`src/rtl/ts_freq_counter_if.sv`:
```
// Wishbone slave bus bundle for the test-structure frequency counter.
//
// Handshake: a request is live while wbs_cyc_i & wbs_stb_i are high and the
// address decodes to this block. The slave raises wbs_ack_o exactly one
// cycle later and holds it for one cycle only. The master keeps every
// request signal stable through that ack cycle and may then drop them or
// start a new request. Read data is only meaningful while wbs_ack_o is high.
interface ts_freq_counter_if;
   logic        wbs_stb_i;
   logic        wbs_cyc_i;
   logic        wbs_we_i;
   logic [3:0]  wbs_sel_i;
   logic [31:0] wbs_adr_i;
   logic [31:0] wbs_dat_i;
   logic        wbs_ack_o;
   logic [31:0] wbs_dat_o;

   modport master (
      output wbs_stb_i, wbs_cyc_i, wbs_we_i, wbs_sel_i, wbs_adr_i, wbs_dat_i,
      input  wbs_ack_o, wbs_dat_o
   );

   modport slave (
      input  wbs_stb_i, wbs_cyc_i, wbs_we_i, wbs_sel_i, wbs_adr_i, wbs_dat_i,
      output wbs_ack_o, wbs_dat_o
   );
endinterface

```
`src/rtl/ts_freq_counter.sv`:
```
// Frequency counter for the gf180 test structures. Enables one selected
// structure, synchronises its output into wb_clk_i, counts rising edges over
// a programmable window of wb_clk_i cycles and reports the count over
// Wishbone with an optional level interrupt.
module ts_freq_counter #(
   parameter int          N_CH     = 8,
   parameter int          CNT_W    = 32,
   parameter logic [31:0] BASE_ADR = 32'h3000_0000,
   parameter int          SETTLE   = 4
) (
   input  logic            wb_clk_i,
   input  logic            wb_rst_i,
   ts_freq_counter_if.slave wbs,
   input  logic [N_CH-1:0] ts_in,
   output logic [N_CH-1:0] ts_en_o,
   output logic            irq_o,
   output logic [1:0]      state_dbg
);

   localparam int SEL_W = (N_CH > 1) ? $clog2(N_CH) : 1;
   localparam int ST_W  = $clog2(SETTLE);
   localparam logic [CNT_W-1:0] CNT_MAX = '1;

   typedef enum logic [1:0] {
      S_IDLE   = 2'd0,
      S_SETTLE = 2'd1,
      S_COUNT  = 2'd2,
      S_DONE   = 2'd3
   } state_t;

   state_t             state;
   logic [SEL_W-1:0]   sel_reg;
   logic [SEL_W-1:0]   sel_q;
   logic               irq_en;
   logic               done_flag;
   logic               ovf_flag;
   logic [31:0]        window_reg;
   logic [31:0]        win_cnt;
   logic [CNT_W-1:0]   edge_cnt;
   logic [CNT_W-1:0]   result_reg;
   logic [ST_W-1:0]    settle_cnt;
   logic               sync1, sync2, sync3;

   logic               hit, req, wr;
   logic               wr_ctrl, wr_window, wr_status;
   logic               start_w, abort_w, done_clr, ovf_clr;
   logic               busy, start_ok, sel_ok, edge_det;
   logic [SEL_W-1:0]   sel_new;
   logic               irq_en_new, done_new;
   logic [31:0]        rd_data;

   function automatic logic [N_CH-1:0] onehot(input logic [SEL_W-1:0] s);
      logic [N_CH-1:0] r;
      r    = '0;
      r[s] = 1'b1;
      return r;
   endfunction

   assign state_dbg = state;
   assign busy      = (state != S_IDLE);
   assign edge_det  = sync2 & ~sync3;

   // Address decode and write strobes; writes take effect in the ack cycle.
   always_comb begin
      hit       = (wbs.wbs_adr_i[31:4] == BASE_ADR[31:4]);
      req       = wbs.wbs_stb_i & wbs.wbs_cyc_i & hit;
      wr        = req & wbs.wbs_we_i & wbs.wbs_ack_o;
      wr_ctrl   = wr & (wbs.wbs_adr_i[3:2] == 2'd0);
      wr_window = wr & (wbs.wbs_adr_i[3:2] == 2'd1);
      wr_status = wr & (wbs.wbs_adr_i[3:2] == 2'd3);
      start_w   = wr_ctrl & wbs.wbs_sel_i[0] & wbs.wbs_dat_i[0];
      abort_w   = wr_ctrl & wbs.wbs_sel_i[0] & wbs.wbs_dat_i[2];
      done_clr  = wr_status & wbs.wbs_sel_i[0] & wbs.wbs_dat_i[1];
      ovf_clr   = wr_status & wbs.wbs_sel_i[0] & wbs.wbs_dat_i[2];
      sel_new   = (wr_ctrl & wbs.wbs_sel_i[1]) ? wbs.wbs_dat_i[8 +: SEL_W] : sel_reg;
      irq_en_new = (wr_ctrl & wbs.wbs_sel_i[0]) ? wbs.wbs_dat_i[1] : irq_en;
      sel_ok    = ({1'b0, sel_new} < (SEL_W+1)'(N_CH));
      // ABORT in the same write beats START; out-of-range SEL is never started.
      start_ok  = start_w & ~abort_w & ~busy & sel_ok;
   end

   // Next DONE value: FSM completion beats a simultaneous W1C.
   always_comb begin
      done_new = done_flag;
      if (start_ok || done_clr) done_new = 1'b0;
      if (state == S_DONE && !abort_w) done_new = 1'b1;
   end

   // Register read mux; unused bits read as zero.
   always_comb begin
      rd_data = '0;
      case (wbs.wbs_adr_i[3:2])
         2'd0: begin
            rd_data[1]            = irq_en;
            rd_data[8 +: SEL_W]   = sel_reg;
         end
         2'd1: rd_data = window_reg;
         2'd2: rd_data[CNT_W-1:0] = result_reg;
         default: rd_data[2:0] = {ovf_flag, done_flag, busy};
      endcase
   end

   // Single-cycle ack one cycle after the request, read data only with ack.
   always_ff @(posedge wb_clk_i) begin
      if (wb_rst_i) begin
         wbs.wbs_ack_o <= 1'b0;
         wbs.wbs_dat_o <= '0;
      end else begin
         wbs.wbs_ack_o <= req & ~wbs.wbs_ack_o;
         wbs.wbs_dat_o <= (req & ~wbs.wbs_ack_o & ~wbs.wbs_we_i) ? rd_data : '0;
      end
   end

   // Software-writable configuration: WINDOW bytes, SEL and IRQ_EN.
   always_ff @(posedge wb_clk_i) begin
      if (wb_rst_i) begin
         window_reg <= '0;
         sel_reg    <= '0;
         irq_en     <= 1'b0;
      end else begin
         for (int b = 0; b < 4; b++) begin
            if (wr_window && wbs.wbs_sel_i[b]) window_reg[8*b +: 8] <= wbs.wbs_dat_i[8*b +: 8];
         end
         sel_reg <= sel_new;
         irq_en  <= irq_en_new;
      end
   end

   // Two-flop synchroniser on the selected channel plus an edge-detect flop.
   always_ff @(posedge wb_clk_i) begin
      if (wb_rst_i) begin
         sync1 <= 1'b0;
         sync2 <= 1'b0;
         sync3 <= 1'b0;
      end else begin
         sync1 <= ts_in[sel_q];
         sync2 <= sync1;
         sync3 <= sync2;
      end
   end

   // Measurement FSM with its counters, flags, enable and interrupt.
   always_ff @(posedge wb_clk_i) begin
      if (wb_rst_i) begin
         state      <= S_IDLE;
         sel_q      <= '0;
         win_cnt    <= '0;
         settle_cnt <= '0;
         edge_cnt   <= '0;
         result_reg <= '0;
         done_flag  <= 1'b0;
         ovf_flag   <= 1'b0;
         ts_en_o    <= '0;
         irq_o      <= 1'b0;
      end else begin
         done_flag <= done_new;
         irq_o     <= done_new & irq_en_new;
         if (ovf_clr) ovf_flag <= 1'b0;
         if (busy && abort_w) begin
            state   <= S_IDLE;
            ts_en_o <= '0;
         end else begin
            case (state)
               S_IDLE: begin
                  if (start_ok) begin
                     state      <= S_SETTLE;
                     sel_q      <= sel_new;
                     win_cnt    <= window_reg;
                     settle_cnt <= '0;
                     edge_cnt   <= '0;
                     result_reg <= '0;
                     ovf_flag   <= 1'b0;
                     ts_en_o    <= onehot(sel_new);
                  end
               end
               S_SETTLE: begin
                  // Flush stale synchroniser contents; edges are not counted.
                  if (settle_cnt == ST_W'(SETTLE - 1)) begin
                     state <= (win_cnt == '0) ? S_DONE : S_COUNT;
                  end else begin
                     settle_cnt <= settle_cnt + ST_W'(1);
                  end
               end
               S_COUNT: begin
                  if (edge_det) begin
                     if (edge_cnt != CNT_MAX) edge_cnt <= edge_cnt + CNT_W'(1);
                     if (edge_cnt >= CNT_MAX - CNT_W'(1)) ovf_flag <= 1'b1;
                  end
                  win_cnt <= win_cnt - 32'd1;
                  if (win_cnt == 32'd1) state <= S_DONE;
               end
               default: begin
                  result_reg <= edge_cnt;
                  ts_en_o    <= '0;
                  state      <= S_IDLE;
               end
            endcase
         end
      end
   end

endmodule

```
`src/flat_wrapper.sv`:
```
// flat-port wrapper written by rule: the top's interface ports become plain ports
module ts_freq_counter_flat 
#(
   parameter int          N_CH     = 8,
   parameter int          CNT_W    = 32,
   parameter logic [31:0] BASE_ADR = 32'h3000_0000,
   parameter int          SETTLE   = 4
)
  (wb_clk_i, wb_rst_i, ts_in, ts_en_o, irq_o, state_dbg, wbs_wbs_stb_i, wbs_wbs_cyc_i, wbs_wbs_we_i, wbs_wbs_sel_i, wbs_wbs_adr_i, wbs_wbs_dat_i, wbs_wbs_ack_o, wbs_wbs_dat_o);
  ts_freq_counter_if wbs_i ();
  input  logic wb_clk_i;
  input  logic wb_rst_i;
  input  logic [N_CH-1:0] ts_in;
  output logic [N_CH-1:0] ts_en_o;
  output logic irq_o;
  output logic [1:0] state_dbg;
  input wire logic [$bits(wbs_i.wbs_stb_i)-1:0] wbs_wbs_stb_i;
  input wire logic [$bits(wbs_i.wbs_cyc_i)-1:0] wbs_wbs_cyc_i;
  input wire logic [$bits(wbs_i.wbs_we_i)-1:0] wbs_wbs_we_i;
  input wire logic [$bits(wbs_i.wbs_sel_i)-1:0] wbs_wbs_sel_i;
  input wire logic [$bits(wbs_i.wbs_adr_i)-1:0] wbs_wbs_adr_i;
  input wire logic [$bits(wbs_i.wbs_dat_i)-1:0] wbs_wbs_dat_i;
  output wire logic [$bits(wbs_i.wbs_ack_o)-1:0] wbs_wbs_ack_o;
  output wire logic [$bits(wbs_i.wbs_dat_o)-1:0] wbs_wbs_dat_o;
  assign wbs_i.wbs_stb_i = wbs_wbs_stb_i;
  assign wbs_i.wbs_cyc_i = wbs_wbs_cyc_i;
  assign wbs_i.wbs_we_i = wbs_wbs_we_i;
  assign wbs_i.wbs_sel_i = wbs_wbs_sel_i;
  assign wbs_i.wbs_adr_i = wbs_wbs_adr_i;
  assign wbs_i.wbs_dat_i = wbs_wbs_dat_i;
  assign wbs_wbs_ack_o = wbs_i.wbs_ack_o;
  assign wbs_wbs_dat_o = wbs_i.wbs_dat_o;
  ts_freq_counter #(.N_CH(N_CH), .CNT_W(CNT_W), .BASE_ADR(BASE_ADR), .SETTLE(SETTLE)) u_core (.wb_clk_i(wb_clk_i), .wb_rst_i(wb_rst_i), .wbs(wbs_i), .ts_in(ts_in), .ts_en_o(ts_en_o), .irq_o(irq_o), .state_dbg(state_dbg));
endmodule
```
`config.mk`:
```
export PLATFORM = sky130hd
export DESIGN_NAME = ts_freq_counter_flat
export DESIGN_NICKNAME = d
export VERILOG_FILES = /design/src/rtl/ts_freq_counter_if.sv /design/src/rtl/ts_freq_counter.sv /design/src/flat_wrapper.sv
export SDC_FILE = /design/constraint.sdc
export NUM_CORES = 1
export LEC_CHECK = 0
export ABC_AREA = 1
export BUFFER_PORTS_ARGS = -buffer_cell sky130_fd_sc_hd__buf_4
export CORE_MARGIN = 8
export CORE_UTILIZATION = 24
export DETAILED_ROUTE_END_ITERATION = 10
export HOLD_SLACK_MARGIN = 0.03
export MAX_ROUTING_LAYER = met4
export PLACE_DENSITY = 0.47
export SLEW_MARGIN = 0
export SYNTH_ARGS = -nofsm -noshare
export SYNTH_HDL_FRONTEND = slang
export SYNTH_SLANG_ARGS = --single-unit
```
`constraint.sdc`:
```
create_clock -name wb_clk_i -period 5.6 [get_ports wb_clk_i]
set_clock_uncertainty 0.2 [all_clocks]
set_input_delay 0 -clock wb_clk_i [delete_from_list [all_inputs] [get_ports wb_clk_i]]
set_output_delay 0 -clock wb_clk_i [all_outputs]
set_load 0.01 [all_outputs]
```
== After elaboration in Yosys (flattened, before gate mapping) ==
Index checks and enable logic that the tools add are counted.

* Flip-flop bits (word level): 186
* Latch bits: 0
* RAM bits: 0
* ROM bits: 0
* Input port bits: 81
* Output and inout bits: 44
* Logic and storage cells: 134
* Memories kept: 0

* Add/sub/neg operators: 3
* Multiply operators: 0
* Divide/modulo/power cells: 0
* $lt $le $gt $ge: 4
* Equal/unequal tests: 16
* Shifts and indexed selects: 0
* Mux-type cells: 37
* Bitwise logic cells: 28
* Reduce and logical (&&, ||, !) cells: 25

{| class="wikitable"
|+ Operator list
! cell !! number
|-
| $pmux 32 s2 || 3
|-
| $mux 32 || 4
|-
| $pmux 21 s2 || 1
|-
| $add 32x1->32 const B || 1
|-
| $eq 32x1->1 const B || 1
|-
| $ge 32x32->1 const B || 1
|-
| $logic_not 32->1 || 1
|-
| $ne 32x32->1 const B || 1
|-
| $sub 32x1->32 const B || 1
|-
| $eq 28x26->1 const B || 1
|-
| $and 1x1->1 || 20
|-
| $pmux 8 s2 || 1
|-
| $reduce_and 3->1 || 4
|-
| $mux 1 || 11
|-
| $eq 2x2->1 const B || 5
|-
| $mux 2 || 5
|-
| $ne 2x1->1 const B || 5
|-
| $pmux 5 s2 || 1
|-
| $pmux 1 s3 || 3
|-
| $pmux 3 s3 || 1
|-
| $lt 3x4->1 const B || 2
|-
| $mux 8 || 1
|-
| $not 1->1 || 8
|-
| $logic_and 1x1->1 || 7
|-
| other kinds (18) || 24
|}

== Depth between registers and ports, before layout ==
* Depth after elaboration: 14
* Gate-level depth with buffers: 14
* Mapped depth without buffers: 13

== Worst setup path before layout ==
Ideal clock, no wire load.

* Path type: flip-flop to flip-flop
* Start: reg u_core.win_cnt[0]
* End: reg u_core.win_cnt[28]
* Setup time: 0.112 ns
* Arrival: 1.789 ns
* Data required time: 5.288 ns
* Path slack: 3.499 ns
* Stages on the path, launching flop included: 13
* Path buffers: 0
* Period minus slack after synthesis: 2.101 ns
* Cell sequence: dfxtp_1 inv_1 ha_1 nand2_1 nor2_1 nand3_1 inv_1 nand2_1 nor3_1 xor2_1 o21ai_0 nor2_1 nor2_1

* Cells in the longest elaborated chain, start to end: 2

{| class="wikitable"
|+ RTL lines
! what !! line !! RTL
|-
| start: declaration || ts_freq_counter.sv:38 || <nowiki>logic [31:0] win_cnt;</nowiki>
|-
| start signal: assignment || ts_freq_counter.sv:168 || <nowiki>win_cnt <= window_reg;</nowiki>
|-
| start signal: assignment || ts_freq_counter.sv:189 || <nowiki>win_cnt <= win_cnt - 32'd1;</nowiki>
|-
| $sub 32x1->32 || ts_freq_counter.sv:189 ||
|-
| $pmux 32 s2 || ts_freq_counter.sv:163 || <nowiki>case (state)</nowiki>
|}

Every way passes these cells.
A chain may end at the register's enable or synchronous reset.

== Final worst setup path ==
* Start: in wbs_wbs_adr_i[8]
* End: reg u_core.wbs.wbs_dat_o[12]

* Cells in the longest elaborated chain, start to end: 6

{| class="wikitable"
|+ RTL lines
! what !! line !! RTL
|-
| start: declaration || flat_wrapper.sv:21 || <nowiki>input wire logic [$bits(wbs_i.wbs_adr_i)-1:0] wbs_wbs_adr_i;</nowiki>
|-
| $eq 28x26->1 || ts_freq_counter.sv:65 || <nowiki>hit = (wbs.wbs_adr_i[31:4] == BASE_ADR[31:4]);</nowiki>
|-
| $and 1x1->1 || ts_freq_counter.sv:66 || <nowiki>req = wbs.wbs_stb_i & wbs.wbs_cyc_i & hit;</nowiki>
|-
| $and 1x1->1 (2 in series) || ts_freq_counter.sv:110 || <nowiki>wbs.wbs_dat_o <= (req & ~wbs.wbs_ack_o & ~wbs.wbs_we_i) ? rd_data : '0;</nowiki>
|-
| $not 1->1 (no line) || n/a ||
|-
| $reduce_or 2->1 (no line) || n/a ||
|-
| end signal: assignment || ts_freq_counter.sv:110 ||
|-
| end: declaration || ts_freq_counter_if.sv:25 || <nowiki>output wbs_ack_o, wbs_dat_o</nowiki>
|}

Every way passes these cells.

==> metrics.yaml <==
run_status:
  status: "completed"
routing:
  vias: 9759
  totalWireLength_um: 32400
  dr.first_iter.drc_count: 527
  viasPerCell: 4.49
  drc: 0
  wire_per_inst_um: 14.9
  ant_nets: 0
  dr.pass1.iters: 4
synth:
  synth_top_family_by_area: "simple AND/OR/NAND/NOR gates"
  yosys_warnings: 0
  async_flop_share: 0
  synth_edf_count: 0
  syn_area_um2: 9550
  syn_area_per_cell_um2: 6.66
  synth-simple-area-share: 0.325
  synth_compound_area_frac: 0.144
  yosys_most_used_dff: "dfxtp_1"
  synth_mux_area_frac: 0
  synthXorXnorAreaFrac: 0.0358
  yosysSeqAreaShare: 0.390
  synthCells: 1434
  ys_ff_latch: 186
  synth_cell_types: 43
  synthAdderAreaFrac: 0.0197
  synth_nets: 1530
die:
  ioPinCount: 125
  die_area_um2: 46400
  initial_core_util: 0.241
  die_w_um: 215
  coreArea_um2: 39500
  row_count: 73
  dieHeight_um: 215
cts:
  cts-root-buf: "clkbuf_16"
  clock_path_buffers: 2
  numCtsBuffers: 17
  postCtsResizedCells: 0
  cts_tree: "done"
  cts_setup_buffers: 0
  clk_pin_slew_ns: 0.07
  clk_latency_ns: 0.45
  htreeDepth: 4
  cts_sinks: 186
global_routing:
  grtUsageTotal: 0.143
  grt_overflow: 0
  grt_antenna_before_repair: 2
  first_global_vias: 9740
  grt_pass1_wl_um: 52300
  grt_max_degree: 92
timing:
  slew_violations: 0
  worstMarginPinSlew_ns: 1.19
  hold_violations: 0
  fin_tns_setup_ns: 0
  rsz0062_at_grt: "no"
  fmax_ghz: 0.193
  finalCritPeriodShare: 0.925
  fin_crit_ns: 5.18
  setup_viol: 0
  slew_headroom: 0.207
place:
  io_buffers: 122
  gp_congestion: 0.869
  dp_hpwl_um: 22800
power:
  ir_drop_mv: 0.215
  power_w: 0.00432
  pwr_density_cell_nw_per_um2: 343
  leakage_nw: 4.87
worst_setup_path:
  critical_path.startpoint_type: "primary input"
  worstPathMaxFanout: 26
  cp-end-kind: "flop"
  crit_type: "primary input to flop"
  cp_cell_sequence: "dlygate4sd3_1 > buf_4 > nor2_1 > dlygate4sd3_1 > nand2_1 > dlygate4sd3_1 > nor2_1 > dlygate4sd3_1 > nand2_1 > dlygate4sd3_1 > nor4_2 > nand3_1 > a21oi_1"
  cpPeakStageDelay_ns: 0.87
  cpMostUsedCell: "dlygate4sd3_1"
  timing.critical_path.arrival_ns: 5.26
  worst_ep_required_time_ns: 5.68
  slowest_stage: "nand3_1"
worst_hold_path:
  min_path_type: "primary input to flop"
run:
  cap_violations: 0
final_layout:
  final_layout_size_suffix_gt1_frac: 0.115
  area_growth_pct: 31.9
  fin_nets: 1729
## placed cells by master (no fill, tap or decap), types with 2 or more instances in the layout
cell / netlist / final
buf_4: 2 / 131
nand2_1: 355 / 355
inv_1: 137 / 137
o22ai_1: 3 / 3
inv_6: 0 / 5
nor3_1: 24 / 24
a311oi_1: 4 / 4
nor4_1: 8 / 8
inv_2: 6 / 6
xor2_1: 30 / 30
nor2_2: 4 / 4
dfxtp_1: 186 / 186
nand3_1: 59 / 59
nand2_2: 5 / 5
nand4_1: 28 / 28
nor2_1: 238 / 238
nor3_2: 2 / 2
diode_2: 0 / 2
a31oi_1: 2 / 2
nor2_4: 2 / 2
clkinv_4: 0 / 2
ha_1: 15 / 15
a21oi_1: 136 / 136
inv_8: 0 / 2
o21ai_0: 69 / 69
o21a_1: 2 / 2
dlygate4sd3_1: 0 / 110
a211oi_1: 32 / 32
nand3_2: 2 / 2
nand3_4: 2 / 2
clkinvlp_4: 0 / 2
xnor2_1: 9 / 9
clkbuf_16: 0 / 17
## path summary, 6_finish.rpt
path,start,endpoint,slack (ns),depth (start not counted)
setup / recovery,wbs_wbs_adr_i[8],u_core.wbs.wbs_dat_o[12],0.42,13
hold / removal,wbs_wbs_adr_i[5],u_core.sel_reg[0],0.14,9
setup reg to reg,u_core.state_dbg[0],u_core.win_cnt[3],2.25,7
hold reg to reg,u_core.sync1,u_core.sync2,0.24,2
## cell usage after synthesis, types with 2 or more instances
| cell | count | area [um^2] |
|---|---|---|
| a311oi_1 | 4 | 35.0 |
| buf_6 | 3 | 33.8 |
| buf_4 | 2 | 15.0 |
| nor3_2 | 2 | 20.0 |
| nand3_1 | 59 | 295 |
| nor2_1 | 238 | 893 |
| a211oi_1 | 32 | 240 |
| dfxtp_1 | 186 | 3720 |
| nand2_2 | 5 | 31.3 |
| nor4_1 | 8 | 50.1 |
| inv_2 | 6 | 22.5 |
| buf_1 | 2 | 7.51 |
| nor3_1 | 24 | 120 |
| nand3_2 | 2 | 20.0 |
| nand2_1 | 355 | 1330 |
| clkbuf_1 | 37 | 139 |
| xnor2_1 | 9 | 78.8 |
| o22ai_1 | 3 | 18.8 |
| nor2_2 | 4 | 25.0 |
| a21oi_1 | 136 | 681 |
| o21a_1 | 2 | 15.0 |
| nand3_4 | 2 | 35.0 |
| o21ai_0 | 69 | 345 |
| ha_1 | 15 | 188 |
| a31oi_1 | 2 | 12.5 |
| nor2_4 | 2 | 22.5 |
| xor2_1 | 30 | 263 |
| nand4_1 | 28 | 175 |
| inv_1 | 137 | 514 |
| buf_2 | 17 | 85.1 |
## logic make-up (layout without fill, tap and decap cells)
group | Yosys count | count (layout)
simple gates | 738 | 738
compound gates | 251 | 251
buf+inv | 205 | 417
flops | 186 | 186
xor+xnor | 39 | 39
fa+ha+maj | 15 | 15
other cells | 0 | 2
## layer usage
metal  wire (um)  track usage
met5           0            -
met4         736       0.0461
met3         727       0.0229
met2       16100        0.240
met1       14800        0.174
## power by group
| group | switching [W] | internal (W) |
|---|---|---|
| clock network | 0.000583 | 0.000639 |
| logic | 0.00112 | 0.000477 |
| registers | 0.0000845 | 0.00142 |
| total | 0.00178 | 0.00254 |
## worst max-delay path, delay by kind of cell
kind / cells / cell delay [ns]
and+or+nand+nor: 6 / 1.55
buffers and inverters: 6 / 2.96
AOI/OAI and AO/OA: 1 / 0.75
## what timing repair did
item | CTS | global route
endpoints found under the hold margin | 66 | 0
setup endpoints to repair | 0 | 0
hold buffers | 110 | 0
## layout make-up
type                            count  area [um^2]
Antenna cell                        2         5.00
Clock buffer                       19          443
Clock inverter                     13          134
Fill cell                        4282        27000
Inverter                          144          541
Multi-Input combinational cell   1043         5010
Sequential cell                   186         3720
Tap cell                          525          657
Timing Repair Buffer              241         2080
## per-stage QoR
step	worst slack, ns	hold slack [ns]	instances	util	area, um^2
floorplan	3.50	-0.112	1434	-	9550
global placement	2.36	0.0993	2029	0.276	10900
detailed placement	2.28	0.102	2029	0.276	10900
CTS	0.462	0.0961	2171	0.318	12600
global route	0.265	0.221	2173	0.318	12600
finish	0.420	0.140	2173	0.318	12600
(Power assumes the default switching activity.)
